## src/rtl/interrupt_sequencer_pkg.sv

```systemverilog
// Shared constants for the 6502 interrupt sequencer: vectors, stack page,
// sequencer state encodings, status-bit positions and event kinds.
package interrupt_sequencer_pkg;

  localparam logic [15:0] NMI_VEC_DEF    = 16'hFFFA;
  localparam logic [15:0] RST_VEC_DEF    = 16'hFFFC;
  localparam logic [15:0] IRQ_VEC_DEF    = 16'hFFFE;
  localparam logic [7:0]  STACK_PAGE_DEF = 8'h01;

  localparam int P_B = 4;
  localparam int P_U = 5;
  localparam int P_I = 2;

  typedef enum logic [1:0] {
    EV_RST = 2'd0,
    EV_NMI = 2'd1,
    EV_BRK = 2'd2,
    EV_IRQ = 2'd3
  } event_kind_e;

  localparam logic [3:0] S_RST_PEND = 4'd0;
  localparam logic [3:0] S_IDLE     = 4'd1;
  localparam logic [3:0] S_DUMMY1   = 4'd2;
  localparam logic [3:0] S_DUMMY2   = 4'd3;
  localparam logic [3:0] S_PUSH_PCH = 4'd4;
  localparam logic [3:0] S_PUSH_PCL = 4'd5;
  localparam logic [3:0] S_PUSH_P   = 4'd6;
  localparam logic [3:0] S_VEC_LO   = 4'd7;
  localparam logic [3:0] S_VEC_HI   = 4'd8;
  localparam logic [3:0] S_LOAD     = 4'd9;

  // Pushed status always has U set; B distinguishes BRK from hardware interrupts.
  function automatic logic [7:0] push_status(input logic [7:0] p, input logic b);
    logic [7:0] r;
    r      = p;
    r[P_U] = 1'b1;
    r[P_B] = b;
    return r;
  endfunction

endpackage

```

## src/rtl/interrupt_sequencer_nmi_edge_detect.sv

```systemverilog
// NMI input synchronizer and falling-edge pending latch, cleared by the
// sequencer's acknowledge when the NMI vector is committed.
module interrupt_sequencer_nmi_edge_detect (
  input  logic clk_i,
  input  logic rst_n_i,
  input  logic nmi_n_i,
  input  logic ack_i,
  output logic pend_o
);

  logic s1_q, s2_q, pend_q;
  logic fall;

  // Edge is taken between the two sync stages; pend_q acts as the second
  // resolving flop, and pend_o exposes the edge one cycle early for hijack.
  assign fall   = s2_q & ~s1_q;
  assign pend_o = pend_q | fall;

  always_ff @(posedge clk_i or negedge rst_n_i) begin
    if (!rst_n_i) begin
      s1_q   <= 1'b1;
      s2_q   <= 1'b1;
      pend_q <= 1'b0;
    end else begin
      s1_q   <= nmi_n_i;
      s2_q   <= s1_q;
      pend_q <= fall | (pend_q & ~ack_i);
    end
  end

endmodule

```

## src/rtl/interrupt_sequencer.sv

```systemverilog
// 6502 reset/NMI/IRQ/BRK entry sequencer: arbitrates at instruction boundaries,
// pushes PCH/PCL/P, fetches the vector and hands the new PC to the core.
module interrupt_sequencer
  import interrupt_sequencer_pkg::*;
#(
  parameter logic [15:0] NMI_VEC    = NMI_VEC_DEF,
  parameter logic [15:0] RST_VEC    = RST_VEC_DEF,
  parameter logic [15:0] IRQ_VEC    = IRQ_VEC_DEF,
  parameter logic [7:0]  STACK_PAGE = STACK_PAGE_DEF
) (
  input  logic        clk_i,
  input  logic        reset_n_i,
  input  logic        rdy_i,
  input  logic        irq_n_i,
  input  logic        nmi_n_i,
  input  logic        i_flag_i,
  input  logic        sync_i,
  input  logic        brk_i,
  input  logic [15:0] pc_in_i,
  input  logic [7:0]  p_in_i,
  input  logic [7:0]  sp_in_i,
  input  logic [7:0]  data_in_i,
  output logic        busy_o,
  output logic [15:0] addr_o,
  output logic [7:0]  data_out_o,
  output logic        we_o,
  output logic        sp_dec_o,
  output logic        vec_pull_o,
  output logic        pc_load_o,
  output logic [15:0] pc_out_o,
  output logic        set_i_o,
  output logic        nmi_ack_o
);

  logic [3:0]  state_q, state_d;
  event_kind_e kind_q, kind_d;
  logic [7:0]  sp_q, vec_lo_q, vec_hi_q;
  logic        vec_nmi_q;
  logic        nmi_pend;
  logic [15:0] vec_base;
  logic        push_we;

  interrupt_sequencer_nmi_edge_detect u_nmi (
    .clk_i   (clk_i),
    .rst_n_i (reset_n_i),
    .nmi_n_i (nmi_n_i),
    .ack_i   (nmi_ack_o),
    .pend_o  (nmi_pend)
  );

  always_comb begin
    state_d = state_q;
    kind_d  = kind_q;
    if (rdy_i) begin
      case (state_q)
        S_RST_PEND: begin
          kind_d  = EV_RST;
          state_d = S_DUMMY1;
        end
        S_IDLE: begin
          if (sync_i) begin
            if (nmi_pend) begin
              kind_d  = EV_NMI;
              state_d = S_DUMMY1;
            end else if (brk_i) begin
              kind_d  = EV_BRK;
              state_d = S_DUMMY1;
            end else if (!irq_n_i && !i_flag_i) begin
              kind_d  = EV_IRQ;
              state_d = S_DUMMY1;
            end
          end
        end
        S_DUMMY1, S_DUMMY2, S_PUSH_PCH, S_PUSH_PCL, S_PUSH_P, S_VEC_LO, S_VEC_HI:
          state_d = state_q + 4'd1;
        S_LOAD:  state_d = S_IDLE;
        default: state_d = S_RST_PEND;
      endcase
    end
  end

  always_ff @(posedge clk_i or negedge reset_n_i) begin
    if (!reset_n_i) begin
      state_q   <= S_RST_PEND;
      kind_q    <= EV_RST;
      sp_q      <= 8'h00;
      vec_lo_q  <= 8'h00;
      vec_hi_q  <= 8'h00;
      vec_nmi_q <= 1'b0;
    end else if (rdy_i) begin
      state_q <= state_d;
      kind_q  <= kind_d;
      if (state_q == S_DUMMY1) sp_q <= sp_in_i;
      // A late NMI steals an IRQ/BRK entry; reset entries are never stolen.
      if (state_q == S_PUSH_P)
        vec_nmi_q <= (kind_q == EV_NMI) || ((kind_q != EV_RST) && nmi_pend);
      if (state_q == S_VEC_HI) vec_lo_q <= data_in_i;
      if (state_q == S_LOAD)   vec_hi_q <= data_in_i;
    end
  end

  assign vec_base = (kind_q == EV_RST) ? RST_VEC : (vec_nmi_q ? NMI_VEC : IRQ_VEC);
  assign push_we  = rdy_i && (kind_q != EV_RST);
  assign busy_o   = (state_q >= S_DUMMY1) && (state_q <= S_LOAD);
  assign pc_out_o = (state_q == S_LOAD) ? {data_in_i, vec_lo_q} : {vec_hi_q, vec_lo_q};

  always_comb begin
    addr_o     = 16'h0000;
    data_out_o = 8'h00;
    we_o       = 1'b0;
    sp_dec_o   = 1'b0;
    vec_pull_o = 1'b0;
    pc_load_o  = 1'b0;
    set_i_o    = 1'b0;
    nmi_ack_o  = 1'b0;
    case (state_q)
      S_DUMMY1, S_DUMMY2: addr_o = pc_in_i;
      S_PUSH_PCH: begin
        addr_o     = {STACK_PAGE, sp_q};
        data_out_o = pc_in_i[15:8];
        we_o       = push_we;
        sp_dec_o   = rdy_i;
      end
      S_PUSH_PCL: begin
        addr_o     = {STACK_PAGE, sp_q - 8'd1};
        data_out_o = pc_in_i[7:0];
        we_o       = push_we;
        sp_dec_o   = rdy_i;
      end
      S_PUSH_P: begin
        addr_o     = {STACK_PAGE, sp_q - 8'd2};
        data_out_o = push_status(p_in_i, kind_q == EV_BRK);
        we_o       = push_we;
        sp_dec_o   = rdy_i;
      end
      S_VEC_LO: begin
        addr_o     = vec_base;
        vec_pull_o = 1'b1;
        nmi_ack_o  = rdy_i && vec_nmi_q;
      end
      S_VEC_HI: begin
        addr_o     = vec_base + 16'd1;
        vec_pull_o = 1'b1;
      end
      S_LOAD: begin
        // Keep the high vector address on the bus so a stalled load still sees it.
        addr_o    = vec_base + 16'd1;
        pc_load_o = rdy_i;
        set_i_o   = rdy_i;
      end
      default: ;
    endcase
  end

endmodule

```

## config.mk

```make
export PLATFORM = sky130hd
export DESIGN_NAME = interrupt_sequencer
export DESIGN_NICKNAME = d
export VERILOG_FILES = /design/src/rtl/interrupt_sequencer_pkg.sv /design/src/rtl/interrupt_sequencer_nmi_edge_detect.sv /design/src/rtl/interrupt_sequencer.sv
export SDC_FILE = /design/constraint.sdc
export NUM_CORES = 1
export LEC_CHECK = 0
export BUFFER_PORTS_ARGS = -buffer_cell sky130_fd_sc_hd__buf_2
export CORE_MARGIN = 10
export CORE_UTILIZATION = 30
export DETAILED_ROUTE_END_ITERATION = 16
export PLACE_DENSITY = 0.63
export SETUP_SLACK_MARGIN = 0.15
export SLEW_MARGIN = 20
export SYNTH_ARGS = -nofsm -noshare
export SYNTH_HDL_FRONTEND = slang
export SYNTH_HIERARCHICAL = 1
export SYNTH_SLANG_ARGS = --single-unit
export TNS_END_PERCENT = 100
```

## constraint.sdc

```tcl
create_clock -name clk_i -period 4.35 [get_ports clk_i]
set_input_delay 0.6525 -clock clk_i [delete_from_list [all_inputs] [get_ports clk_i]]
set_output_delay 0.6525 -clock clk_i [all_outputs]
set_load 0.005 [all_outputs]
```

[Word level (Yosys, flattened, before mapping)]
Cells that the tools add are included.
Storage, ports and cells
  flip-flop bits (word level): 34
  logic and storage cells: 77
  input port bits: 48
  output and inout bits: 47
Cells by class
  equality and inequality tests: 13
  add/sub/neg operators: 4
  magnitude comparators: 2
  bitwise logic cells: 6
  mux-type cells: 20
  reductions and logical operators: 23
Operators with widths (count)
  16-bit case mux with 6 select lines: 1
  8-bit case mux with 3 select lines: 1
  4-bit by 3-bit == test with 1-bit output (second input constant): 4
  16-bit two-way mux: 1
  4-bit two-way mux: 4
  4-bit case mux with 4 select lines: 1
  4-bit by 2-bit == test with 1-bit output (second input constant): 2
  4-bit == test (second input constant): 2
  2-bit two-way mux: 4
  2-bit AND reduction: 4
  8-bit by 1-bit subtractor with 8-bit output (second input constant): 1
  8-bit by 2-bit subtractor with 8-bit output (second input constant): 1
  7-bit OR reduction: 1
  3-bit two-way mux: 2
  2-bit OR reduction: 3
  4-bit by 2-bit adder with 5-bit output (second input constant): 1
  1-bit logical AND: 5
  1-bit two-way mux: 5
  4-bit by 1-bit adder with 4-bit output (second input constant): 1
  4-bit by 1-bit == test with 1-bit output (second input constant): 1
  4-bit by 2-bit greater-or-equal comparator with 1-bit output (second input constant): 1
  4-bit less-or-equal comparator (second input constant): 1
  4-bit logical NOT: 1
  4-bit != test (second input constant): 1
  14 further kinds: 19

[Depth between registers and ports, before layout]
  depth after elaboration: 7
  mapped depth: 8
  depth with buffers taken out: 6

[Modules after synthesis]
Netlist, hierarchy kept.
By module, submodules not included
  interrupt_sequencer: instances 1, seq. area each 775.7 µm², area each 2257.2 µm², cells each 236
  interrupt_sequencer_nmi_edge_detect: instances 1, seq. area each 77.6 µm², area each 96.3 µm², cells each 7

[Worst setup path after synthesis]
No wires, ideal clock.
  path type: reg-to-output
  from: register state_q[0]
  to: output port addr_o[5]
  slack: 2049 ps
  data required time: 3697 ps
  path buffers: 1
  stages on the path, launching flop included: 8
  arrival time: 1648 ps
  cell sequence: dfrtp_1 inv_1 ha_1 or2_2 a22o_2 buf_2 a21oi_2 nand3_1
Between the ends
  cells in the longest elaborated chain, start to end: 3
  elaborated cells on any way between the ends: 11
  classes of those cells: eq/ne: 8; mux: 1; reduce/logical: 2
Ends and longest elaborated chain
  from (decl): RTL line interrupt_sequencer.sv:35  | logic [3:0] state_q, state_d;
  from (signal assigned): RTL line interrupt_sequencer.sv:91  | state_q <= state_d;
  4-bit == test / 4-bit by 2-bit == test with 1-bit output (equally long branches): RTL line interrupt_sequencer.sv:116  | case (state_q)
  2-bit OR reduction, on equally long branches
  16-bit case mux with 6 select lines (*): RTL line interrupt_sequencer.sv:116
  to (decl): RTL line interrupt_sequencer.sv:24  | output logic [15:0] addr_o,
Every way passes the cells marked *; elsewhere a longest branch is shown, timed or not.

[Worst setup path after layout]
  from: register state_q[0]
  to: output port addr_o[3]
The elaborated chain is that of the path after synthesis.

==> impl_metrics.json <==
{
  "fillers": 791,
  "synth_fa_ha_area_share_pct": 4.25,
  "clkTransAtPathRegs_ns": 0.07,
  "drt-total-wl_mm": 6.85,
  "cts_tree": "built",
  "skew_ns": 0.00740,
  "drive_above_1_share_pct": 45.1,
  "cp-end-kind": "output port",
  "die_h_um": 109,
  "grt_pass1_wl_mm": 10.9,
  "cp.arrival_ns": 2.64,
  "max_cap_violations": 0,
  "avgSynthCellArea_um2": 9.69,
  "synth-edff-count": 0,
  "grt_pass1_vias": 2244,
  "drv_slew": 0,
  "seq_power_share_pct": 28.7,
  "numClockSinks": 34,
  "grt_max_degree": 35,
  "p_per_area_nw_per_um2": 615,
  "clk_latency_ns": 0.29,
  "synth_top_family_by_area": "compound AO/OA/AOI/OAI gates",
  "p_sw_share_pct": 39.6,
  "fmax_mhz": 304,
  "drt-wirelength-per-cell_um": 15.9,
  "via_per_inst": 5.00,
  "hpwl_mm": 5.48,
  "drt_pass1_iterations": 4,
  "internal_power_w": 0.00111,
  "power_w": 0.00184,
  "cts_setup_buffers": 0,
  "synth_compound_area_share_pct": 22.6,
  "synthMuxAreaShare_pct": 15.3,
  "outcome": "finished clean",
  "crit_required_ns": 3.70,
  "setup-tns-final_ns": 0,
  "ys_seq_area_share_pct": 36.3,
  "via_count": 2157,
  "mostFrequentLayoutCell": "buf_2",
  "die_x_um": 109,
  "grt_usage_pct": 11.1,
  "start_kind": "register",
  "yosys.area_share.simple_pct": 15.6,
  "fin_crit_ns": 3.29,
  "grt-ovfl-total": 0,
  "final_cell_mix": "buf_2, dfrtp_1, mux2_2, nand2_1, inv_1",
  "cts.repair.resized": 0,
  "setup_viol": 0,
  "start_util_pct": 30.6,
  "synth_cell_types": 58,
  "peakVddDrop_mv": 0.286,
  "cts-root-buf": "clkbuf_8",
  "hold_path_depth": 0,
  "crit_fanout": 16,
  "pin_count": 95,
  "netlist_area_um2": 2350,
  "io_buffers": 92,
  "numCtsBuffers": 5,
  "min_period_over_period_pct": 75.6,
  "r2r_cells": 6,
  "rsz0062_at_grt": "no",
  "slew_headroom_pct": 31.0,
  "synth_seq_cells": 34,
  "clockBufferDepth": 2,
  "dieArea_um2": 11800,
  "p_clk_share_pct": 19.0,
  "nets": 383,
  "min_path_type": "register to register",
  "synth_nets": 299,
  "cts_hold_buffers": 0,
  "drt_iter0_drc": 68,
  "coreArea_um2": 7690,
  "rows": 32,
  "power.leakage_nw": 1.57,
  "finalHoldViolations": 0,
  "postRouteAntennaNets": 0,
  "synthFlopType": "dfrtp_1",
  "async_flop_share_pct": 100,
  "pwr-share-comb_pct": 52.4,
  "path_class": "register to output port",
  "drc": 0,
  "synthXorXnorAreaFrac_pct": 0,
  "synthCells": 243,
  "areaGrowthSynthToFinish_pct": 27.2,
  "ys_warn_count": 6,
  "place.gp.congestion": 0.827,
  "antenna_found_initial": 1,
  "tightest_slew_ns": 1.03,
  "cts_htree_levels": 2,
  "switchingPower_w": 0.000730
}
metrics by stage:
step	setup slack [ns]	cell area (um2)	hold WS (ns)	util (%)	std cells
floorplan	2.05	2350	0.351	-	243
global placement	1.42	2850	0.353	37.1	422
detailed placement	1.39	2850	0.354	37.1	422
CTS	1.04	2990	0.365	38.9	430
global route	0.837	2990	0.371	38.9	430
finish	1.06	2990	0.364	38.9	431
synth_stat cells, drive strengths merged (2+ instances only):
cell type,instances,area (um2)
dfrtp,32,801
mux2,30,349
nand2,29,126
o21ai,19,98.8
inv,14,52.6
a21oi,12,67.6
buf,11,72.6
nor2,11,41.3
ha,8,100
a21o,7,52.6
a22oi,7,52.6
nand2b,6,37.5
nand3,6,40.0
nor3,6,35.0
a22o,4,36.3
clkbuf,4,16.3
a2111oi,2,23.8
a221o,2,20.0
a311oi,2,17.5
a31oi,2,12.5
and2,2,12.5
dfstp,2,52.6
nor2b,2,20.0
o2111ai,2,17.5
o21a,2,15.0
o311ai,2,42.6
metal layers:
metal / track usage [%] / wire length [um]
met1: 13.7 / 3040
met5: 0 / 0
met2: 17.8 / 3040
met4: 1.69 / 23
met3: 4.94 / 750
cells by family after synthesis:
group / count (synthesis)
multiplexers: 31
AO/OA/AOI/OAI: 72
adder cells (fa/ha/maj): 8
buffers and inverters: 29
flip-flops: 34
AND/OR/NAND/NOR: 69
worst max-delay path, cell delays in order (launching register included):
cell      delay [ns]
dfrtp_1         0.43
inv_1           0.14
ha_1            0.37
nor2_1          0.13
nor3_2          0.79
a21oi_1         0.19
o211ai_1        0.15
buf_2           0.15
power groups by stage:
stage	Clock (W)	Sequential (W)	Combinational, W
floorplan	0	0.000501	0.000667
global placement	0	0.000528	0.000960
detailed placement	0	0.000532	0.000971
CTS	0.000361	0.000528	0.000979
global route	0.000377	0.000547	0.00109
finish	0.000349	0.000528	0.000965
state kept, by name, summed over array words and instances, names as in the netlist:
signal        count
kind_q            2
u_nmi/s1_q        1
vec_nmi_q         1
sp_q              8
state_q           4
u_nmi/s2_q        1
vec_hi_q          8
vec_lo_q          8
u_nmi/pend_q      1
cell type report:
type	count	area, um2	share of cell area, %
Antenna cell	1	2.50	0.0836
Timing Repair Buffer	92	460	15.4
Inverter	14	52.6	1.76
Multi-Input combinational cell	180	1360	45.4
Clock buffer	5	68.8	2.30
Tap cell	102	128	4.26
Clock inverter	3	68.8	2.30
Sequential cell	34	853	28.5
path summary, 6_finish.rpt:
kind / start / end / slack [ns]
setup / recovery: state_q[0] / addr_o[3] / 1.06
hold / removal: u_nmi/s1_q / u_nmi/s2_q / 0.36
setup reg to reg: state_q[1] / state_q[0] / 2.22
hold reg to reg: u_nmi/s1_q / u_nmi/s2_q / 0.36
max in group asynchronous: reset_n_i / state_q[3] / 3.44
min in group asynchronous: reset_n_i / vec_hi_q[7] / 0.43
(Power assumes the default switching activity.)
